$ cat src/rtl/aes128_package.sv
// Shared types and combinational GF(2^4) helpers for the tower-field S-box
// datapath.
//
// Representation:
//   GF(2^2) normal basis (W^2, W), with W^2 + W + 1 = 0. The identity is 2'b11.
//   GF(2^4) normal basis (Z^4, Z) over GF(2^2), with Z^2 + Z + N = 0, N = W^2.
//   The identity is 4'hF.
//   GF(2^8) normal basis (Y^16, Y) over GF(2^4), with Y^2 + Y + nu = 0,
//   nu = N^2 * Z. The identity is 8'hFF.
//
// In every packed element the high half holds the coefficient of the
// "conjugate" basis vector (W^2, Z^4 or Y^16).
package aes128_package;

  typedef logic [7:0] bv8_t;
  typedef logic [3:0] bv4_t;
  typedef logic [1:0] bv2_t;

  // Divider schedule: one bv4_mul product per state from S_D to S_M.
  typedef enum logic [2:0] {
    IDLE,
    S_D,
    S_I1,
    S_I0,
    S_H,
    S_L,
    S_M,
    S_OUT
  } bv8_div_state_t;

  // GF(2^2) multiply in the (W^2, W) normal basis.
  function automatic bv2_t bv2_mul(input bv2_t x, input bv2_t y);
    logic e;
    e = (x[1] ^ x[0]) & (y[1] ^ y[0]);
    return {(x[1] & y[1]) ^ e, (x[0] & y[0]) ^ e};
  endfunction

  // Squaring in a normal basis is a coefficient swap.
  function automatic bv2_t bv2_sq(input bv2_t x);
    return {x[0], x[1]};
  endfunction

  // Multiply by N = W^2.
  function automatic bv2_t bv2_scl_n(input bv2_t x);
    return {x[0], x[1] ^ x[0]};
  endfunction

  // Multiply by N^2 = W.
  function automatic bv2_t bv2_scl_n2(input bv2_t x);
    return {x[1] ^ x[0], x[1]};
  endfunction

  // nu * x^2 in GF(2^4). Used for the GF(2^8) norm.
  function automatic bv4_t bv4_sq_scl_nu(input bv4_t x);
    bv2_t hi;
    bv2_t lo;
    hi = x[3:2];
    lo = x[1:0];
    return {bv2_sq(hi ^ lo), bv2_scl_n2(bv2_sq(lo))};
  endfunction

  // nu * x in GF(2^4).
  // Multiplying (P, Q) by nu gives (P ^ Q, P ^ N*Q).
  function automatic bv4_t bv4_scl_nu(input bv4_t x);
    bv2_t hi;
    bv2_t lo;
    hi = x[3:2];
    lo = x[1:0];
    return {hi ^ lo, hi ^ bv2_scl_n(lo)};
  endfunction

  // GF(2^4) inverse via the GF(2^2) norm. In GF(2^2) the inverse is the
  // square. The function maps 0 to 0.
  function automatic bv4_t bv4_inv(input bv4_t x);
    bv2_t hi;
    bv2_t lo;
    bv2_t nrm;
    bv2_t ninv;
    hi   = x[3:2];
    lo   = x[1:0];
    nrm  = bv2_scl_n(bv2_sq(hi ^ lo)) ^ bv2_mul(hi, lo);
    ninv = bv2_sq(nrm);
    return {bv2_mul(ninv, lo), bv2_mul(ninv, hi)};
  endfunction

endpackage

$ cat src/rtl/bv4_mul.sv
// Combinational GF(2^4) multiplier in the (Z^4, Z) normal basis over GF(2^2).
//
// Ports:
//   x_i  [3:0]  first operand
//   y_i  [3:0]  second operand
//   p_o  [3:0]  product x_i * y_i
module bv4_mul
  import aes128_package::*;
(
  input  logic [3:0] x_i,
  input  logic [3:0] y_i,
  output logic [3:0] p_o
);

  bv2_t e;

  // The cross term N*(x1^x0)*(y1^y0) is shared by both output halves.
  assign e   = bv2_scl_n(bv2_mul(x_i[3:2] ^ x_i[1:0], y_i[3:2] ^ y_i[1:0]));
  assign p_o = {bv2_mul(x_i[3:2], y_i[3:2]) ^ e,
                bv2_mul(x_i[1:0], y_i[1:0]) ^ e};

endmodule

$ cat src/rtl/bv8_div_seq.sv
// Sequential GF(2^8) divider, c = a * b^-1, in the tower-field normal basis.
// A single bv4_mul is time-shared over six schedule states. The states are
// S_D, S_I1, S_I0, S_H, S_L and S_M. The result is then held in S_OUT until
// the consumer takes it.
//
// Parameters:
//   SKIP_ZERO     when set, a zero dividend or divisor jumps straight to S_OUT.
//
// Ports:
//   in_clock      clock, rising edge
//   in_reset      synchronous active-high reset
//   in_valid      operands valid (accepted when out_ready is high)
//   out_ready     idle, able to accept operands
//   in_a [7:0]    dividend {Y^16 coeff, Y coeff}
//   in_b [7:0]    divisor, same layout
//   out_valid     quotient valid
//   in_ready      consumer accepts quotient
//   out_c [7:0]   quotient
//   out_div_zero  divisor was zero (qualified by out_valid)
module bv8_div_seq
  import aes128_package::*;
#(
  parameter bit SKIP_ZERO = 1'b1
) (
  input  logic       in_clock,
  input  logic       in_reset,
  input  logic       in_valid,
  output logic       out_ready,
  input  logic [7:0] in_a,
  input  logic [7:0] in_b,
  output logic       out_valid,
  input  logic       in_ready,
  output logic [7:0] out_c,
  output logic       out_div_zero
);

  bv8_div_state_t state_q, state_d;

  bv8_t a_q, a_d;
  bv8_t b_q, b_d;
  bv8_t c_q, c_d;
  bv4_t dinv_q, dinv_d;
  bv4_t i1_q, i1_d;
  bv4_t i0_q, i0_d;
  bv4_t h_q, h_d;
  bv4_t l_q, l_d;
  logic a_zero_q, a_zero_d;
  logic b_zero_q, b_zero_d;
  logic valid_q, valid_d;
  logic ready_q, ready_d;

  bv4_t mul_x;
  bv4_t mul_y;
  bv4_t mul_p;
  bv4_t e_w;
  logic accept;
  logic in_a_zero;
  logic in_b_zero;

  assign in_a_zero = (in_a == 8'h00);
  assign in_b_zero = (in_b == 8'h00);
  assign accept    = in_valid && (state_q == IDLE);

  // Multiplier operands depend only on the state.
  // In IDLE and S_OUT they are parked at zero, so the multiplier does not
  // toggle while no operation is in flight.
  always_comb begin
    mul_x = 4'h0;
    mul_y = 4'h0;
    case (state_q)
      S_D: begin
        mul_x = b_q[7:4];
        mul_y = b_q[3:0];
      end
      S_I1: begin
        mul_x = dinv_q;
        mul_y = b_q[3:0];
      end
      S_I0: begin
        mul_x = dinv_q;
        mul_y = b_q[7:4];
      end
      S_H: begin
        mul_x = a_q[7:4];
        mul_y = i1_q;
      end
      S_L: begin
        mul_x = a_q[3:0];
        mul_y = i0_q;
      end
      S_M: begin
        mul_x = a_q[7:4] ^ a_q[3:0];
        mul_y = i1_q ^ i0_q;
      end
      default: begin
        mul_x = 4'h0;
        mul_y = 4'h0;
      end
    endcase
  end

  bv4_mul u_bv4_mul (
    .x_i (mul_x),
    .y_i (mul_y),
    .p_o (mul_p)
  );

  // Shared cross term of the final GF(2^8) product. It is only consumed in S_M.
  assign e_w = bv4_scl_nu(mul_p);

  // Next-state logic and datapath updates.
  always_comb begin
    state_d  = state_q;
    a_d      = a_q;
    b_d      = b_q;
    c_d      = c_q;
    dinv_d   = dinv_q;
    i1_d     = i1_q;
    i0_d     = i0_q;
    h_d      = h_q;
    l_d      = l_q;
    a_zero_d = a_zero_q;
    b_zero_d = b_zero_q;

    case (state_q)
      IDLE: begin
        if (accept) begin
          a_d      = in_a;
          b_d      = in_b;
          a_zero_d = in_a_zero;
          b_zero_d = in_b_zero;
          if (SKIP_ZERO && (in_a_zero || in_b_zero)) begin
            c_d     = 8'h00;
            state_d = S_OUT;
          end else begin
            state_d = S_D;
          end
        end
      end
      S_D: begin
        // The norm of b is b1*b0 ^ nu*(b1^b0)^2. It lies in GF(2^4), and its
        // inverse scales the conjugate (b0, b1) into b^-1.
        dinv_d  = bv4_inv(mul_p ^ bv4_sq_scl_nu(b_q[7:4] ^ b_q[3:0]));
        state_d = S_I1;
      end
      S_I1: begin
        i1_d    = mul_p;
        state_d = S_I0;
      end
      S_I0: begin
        i0_d    = mul_p;
        state_d = S_H;
      end
      S_H: begin
        h_d     = mul_p;
        state_d = S_L;
      end
      S_L: begin
        l_d     = mul_p;
        state_d = S_M;
      end
      S_M: begin
        // A zero operand already produces 0 through the arithmetic, because
        // inv4(0) = 0. Forcing the result makes that explicit on the
        // SKIP_ZERO = 0 path.
        if (a_zero_q || b_zero_q) begin
          c_d = 8'h00;
        end else begin
          c_d = {h_q ^ e_w, l_q ^ e_w};
        end
        state_d = S_OUT;
      end
      S_OUT: begin
        if (in_ready) begin
          state_d = IDLE;
        end
      end
      default: begin
        state_d = IDLE;
      end
    endcase

    // Handshake flags are registered from the next state, so every output
    // comes straight from a flop.
    valid_d = (state_d == S_OUT);
    ready_d = (state_d == IDLE);
  end

  always_ff @(posedge in_clock) begin
    if (in_reset) begin
      state_q  <= IDLE;
      a_q      <= 8'h00;
      b_q      <= 8'h00;
      c_q      <= 8'h00;
      dinv_q   <= 4'h0;
      i1_q     <= 4'h0;
      i0_q     <= 4'h0;
      h_q      <= 4'h0;
      l_q      <= 4'h0;
      a_zero_q <= 1'b0;
      b_zero_q <= 1'b0;
      valid_q  <= 1'b0;
      ready_q  <= 1'b1;
    end else begin
      state_q  <= state_d;
      a_q      <= a_d;
      b_q      <= b_d;
      c_q      <= c_d;
      dinv_q   <= dinv_d;
      i1_q     <= i1_d;
      i0_q     <= i0_d;
      h_q      <= h_d;
      l_q      <= l_d;
      a_zero_q <= a_zero_d;
      b_zero_q <= b_zero_d;
      valid_q  <= valid_d;
      ready_q  <= ready_d;
    end
  end

  assign out_ready    = ready_q;
  assign out_valid    = valid_q;
  assign out_c        = c_q;
  assign out_div_zero = b_zero_q;

endmodule

$ cat config.mk
export PLATFORM = sky130hd
export DESIGN_NAME = bv8_div_seq
export DESIGN_NICKNAME = d
export VERILOG_FILES = /design/src/rtl/aes128_package.sv /design/src/rtl/bv4_mul.sv /design/src/rtl/bv8_div_seq.sv
export SDC_FILE = /design/constraint.sdc
export NUM_CORES = 1
export LEC_CHECK = 0
export ABC_AREA = 1
export CAP_MARGIN = 20
export CORE_ASPECT_RATIO = 2
export CORE_UTILIZATION = 58
export CTS_CLUSTER_DIAMETER = 80
export CTS_CLUSTER_SIZE = 40
export DETAILED_ROUTE_END_ITERATION = 8
export GPL_ROUTABILITY_DRIVEN = 0
export HOLD_SLACK_MARGIN = 0.03
export PLACE_DENSITY = 0.81
export SETUP_SLACK_MARGIN = 0.2
export SYNTH_ARGS = -nofsm -noshare
export SYNTH_HDL_FRONTEND = slang
export SYNTH_SLANG_ARGS = --single-unit
$ cat constraint.sdc
create_clock -name in_clock -period 3.89 [get_ports in_clock]
set_input_delay 0.9725 -clock in_clock [delete_from_list [all_inputs] [get_ports in_clock]]
set_output_delay 0.9725 -clock in_clock [all_outputs]
set_load 0.02 [all_outputs]
==> impl_metrics.yaml <==
run_status:
  outcome: "completed"
setup_path:
  critPathRequiredTime_ns: 4.10
  worstSetupStartpointType: "flip-flop"
  timing.critical_path.to_type: "flip-flop"
  crit_start: "state_q[2]"
  critPathArrivalTime_ns: 3.61
  cpPeakStageDelay_ns: 0.43
  crit_type: "reg2reg"
  path_max_fanout: 11
  cpMaxStageDelayCell: "dfxtp_1"
  r2r_start: "state_q[2]"
  crit_top_cell: "nand2_1"
synth:
  yosysTopAreaCellShare_pct: 29.61
  synth-warning-count: 0
  seq_area_frac_synth_pct: 29.61
  synth_edf_count: 0
  syn_avg_cell_area_sq_um: 6.018
  synth.distinct_cells: 29
  synthTopCellsByArea: "dfxtp_1 (30%), nand2_1 (18%), nand3_1 (9.9%)"
  async_flop_share_pct: 0
  netlist_area_sq_um: 3448
  syn_nets: 594
  syn_inst: 573
  yosysMostFrequentCell: "nand2_1"
  synth_common_cells: "nand2_1 (161), inv_1 (89), nand3_1 (68)"
  ys.flop_type: "dfxtp_1"
  ys_seq_elements: 51
  yosysTopAreaCell: "dfxtp_1"
power:
  leakagePower_nw: 2.023
  p_sw_mw: 1.214
  p_int_mw: 1.432
  power_frac_comb_pct: 53.5
  p_total_mw: 2.646
  p_sw_share_pct: 45.89
  peakVddDrop_uv: 1001
  p_clk_share_pct: 22.3
  power.density_nw_per_um2: 658.0
  sequentialPowerShare_pct: 24.2
cts:
  hold_buffers: 0
  clk_pin_slew_ns: 0.07
  cts_tree: "yes"
  cts.sinks: 51
  cts_max_level: 2
  clk_latency_ns: 0.30
  clockBufferDepth: 2
  root_buffer: "clkbuf_16"
  cts-buffers-inserted: 5
final_layout:
  layout-drive-gt1-share_pct: 9.453
  post-route-util_pct: 70.44
  syn_to_final_growth_pct: 16.62
  antennaDiodeCount: 0
  fin_nets: 623
routing:
  post_drt_wl_per_cell_um: 13.21
  drc: 0
  routed_wl_um: 8770
  num_vias: 3621
  antenna_left: 0
  drtIter0Drc: 175
  vias_per_cell: 5.453
  drt_first_pass_iters: 4
timing:
  finalMaxSlewViolations: 0
  setup_tns_ns: 0
  setup-violations-final: 0
  skew_ns: 0.008893
  finalWorstSetupSlack_ns: 0.4846
  fin_crit_sh_pct: 87.54
  timing.slew.headroom_pct: 34.98
  post-route-min-period_ns: 3.405
  worstMarginPinSlew_ns: 0.9679
  rsz0062_at_grt: "false"
  hold_viol: 0
  max_freq_mhz: 293.7
die:
  dieArea_sq_um: 6276
  ios: 31
  core_sq_um: 5709
  placementRows: 39
  die_w_um: 56.52
  fp.dieH_um: 111.0
  start_util_pct: 60.40
grt:
  grt_usage_pct: 29.47
  grt_antenna_before_repair: 0
  grt_max_degree: 30
  overflow: 0
  grt_pass1_wl_um: 14670
  grt_pass1_vias: 3348
run:
  maxCapViolations: 0
hold_path:
  hp-class: "reg2reg"
  hold_start: "out_c[6]"
placed_design:
  hpwl_um: 6757
  port_buffers: 30
  post-place-ws_ns: 0.3411
-- per-stage QoR --
stage | std cells | instance area (sq um) | hold WS (ns)
floorplan | 573 | 3448 | 0.4454
global placement | 656 | 3784 | 0.4482
detailed placement | 656 | 3784 | 0.4525
CTS | 664 | 3980 | 0.4631
global route | 664 | 4021 | 0.4812
finish | 664 | 4021 | 0.4602
-- cells in the final DEF (no fill, tap or decap), types with 9 or more instances in the layout --
master and count:
inv_1 89, nand3_2 9, nand3_1 68, nand2_2 16, nand2_1 161, a21oi_1 36
clkdlybuf4s50_1 30, o21ai_0 39, dfxtp_1 49, nor2_1 43
-- registers in the layout, summed over array words and instances (netlist names) --
register,flops
a_zero_q,1
out_div_zero,1
l_q,4
i0_q,4
a_q,8
i1_q,4
h_q,4
state_q,3
out_c,8
out_valid,1
out_ready,1
dinv_q,4
b_q,8
-- cell families (layout without fill, tap and decap cells) --
logic type               Yosys count  count (layout)  share of synthesized area [%]
buffers and inverters            109             139                          12.81
AO/OA/AOI/OAI                     85              85                          12.99
XOR/XNOR                          10              10                          2.540
flip-flops                        51              51                          29.61
AND/OR/NAND/NOR                  317             317                          41.69
adder cells (fa/ha/maj)            1               1                         0.3628
-- critical path: cells and delay by family, from the launching register on --
family                     cells  cell delay, ns
buffers and inverters          5            0.64
DFF                            1            0.43
and+or+nand+nor               18            1.71
xor gates and xnor gates       1            0.20
adders and majority gates      1            0.33
-- power by group through the flow --
stage	sequential (mW)	clock [mW]	combinational [mW]
3_5_place_dp	0.648	0	1.32
4_1_cts	0.636	0.590	1.32
6_report	0.640	0.591	1.41
5_1_grt	0.647	0.612	1.60
2_1_floorplan	0.631	0	1.07
3_3_place_gp	0.645	0	1.27
-- layer usage --
layer	global-route usage [%]	share of wire (%)
met5	0	0
met4	16.59	5.3
met3	4.784	4.0
met2	55.92	54
met1	28.49	37
-- layout make-up --
class / instances / area, sq um
clock buffer: 5 / 125.1
clock inverter: 3 / 71.32
fill: 508 / 1688
inverter: 96 / 362.8
multi-input combinational: 413 / 2018
sequential: 51 / 1026
tap: 61 / 76.32
timing repair buffer: 35 / 341.6
-- repair_timing --
item                                   CTS  global route
resized for setup                        0             8
setup endpoints to repair                0             4
endpoints found under the hold margin    0             0
setup buffers                            0             0
-- worst paths after layout --
check | to | slack (ns) | cells after the start
max | dinv_q[2] | 0.48 | 25
min | out_c[6] | 0.46 | 2
max reg2reg | dinv_q[2] | 0.48 | 25
min reg2reg | out_c[6] | 0.46 | 2
Note: power is estimated with default switching activity, not from simulation.
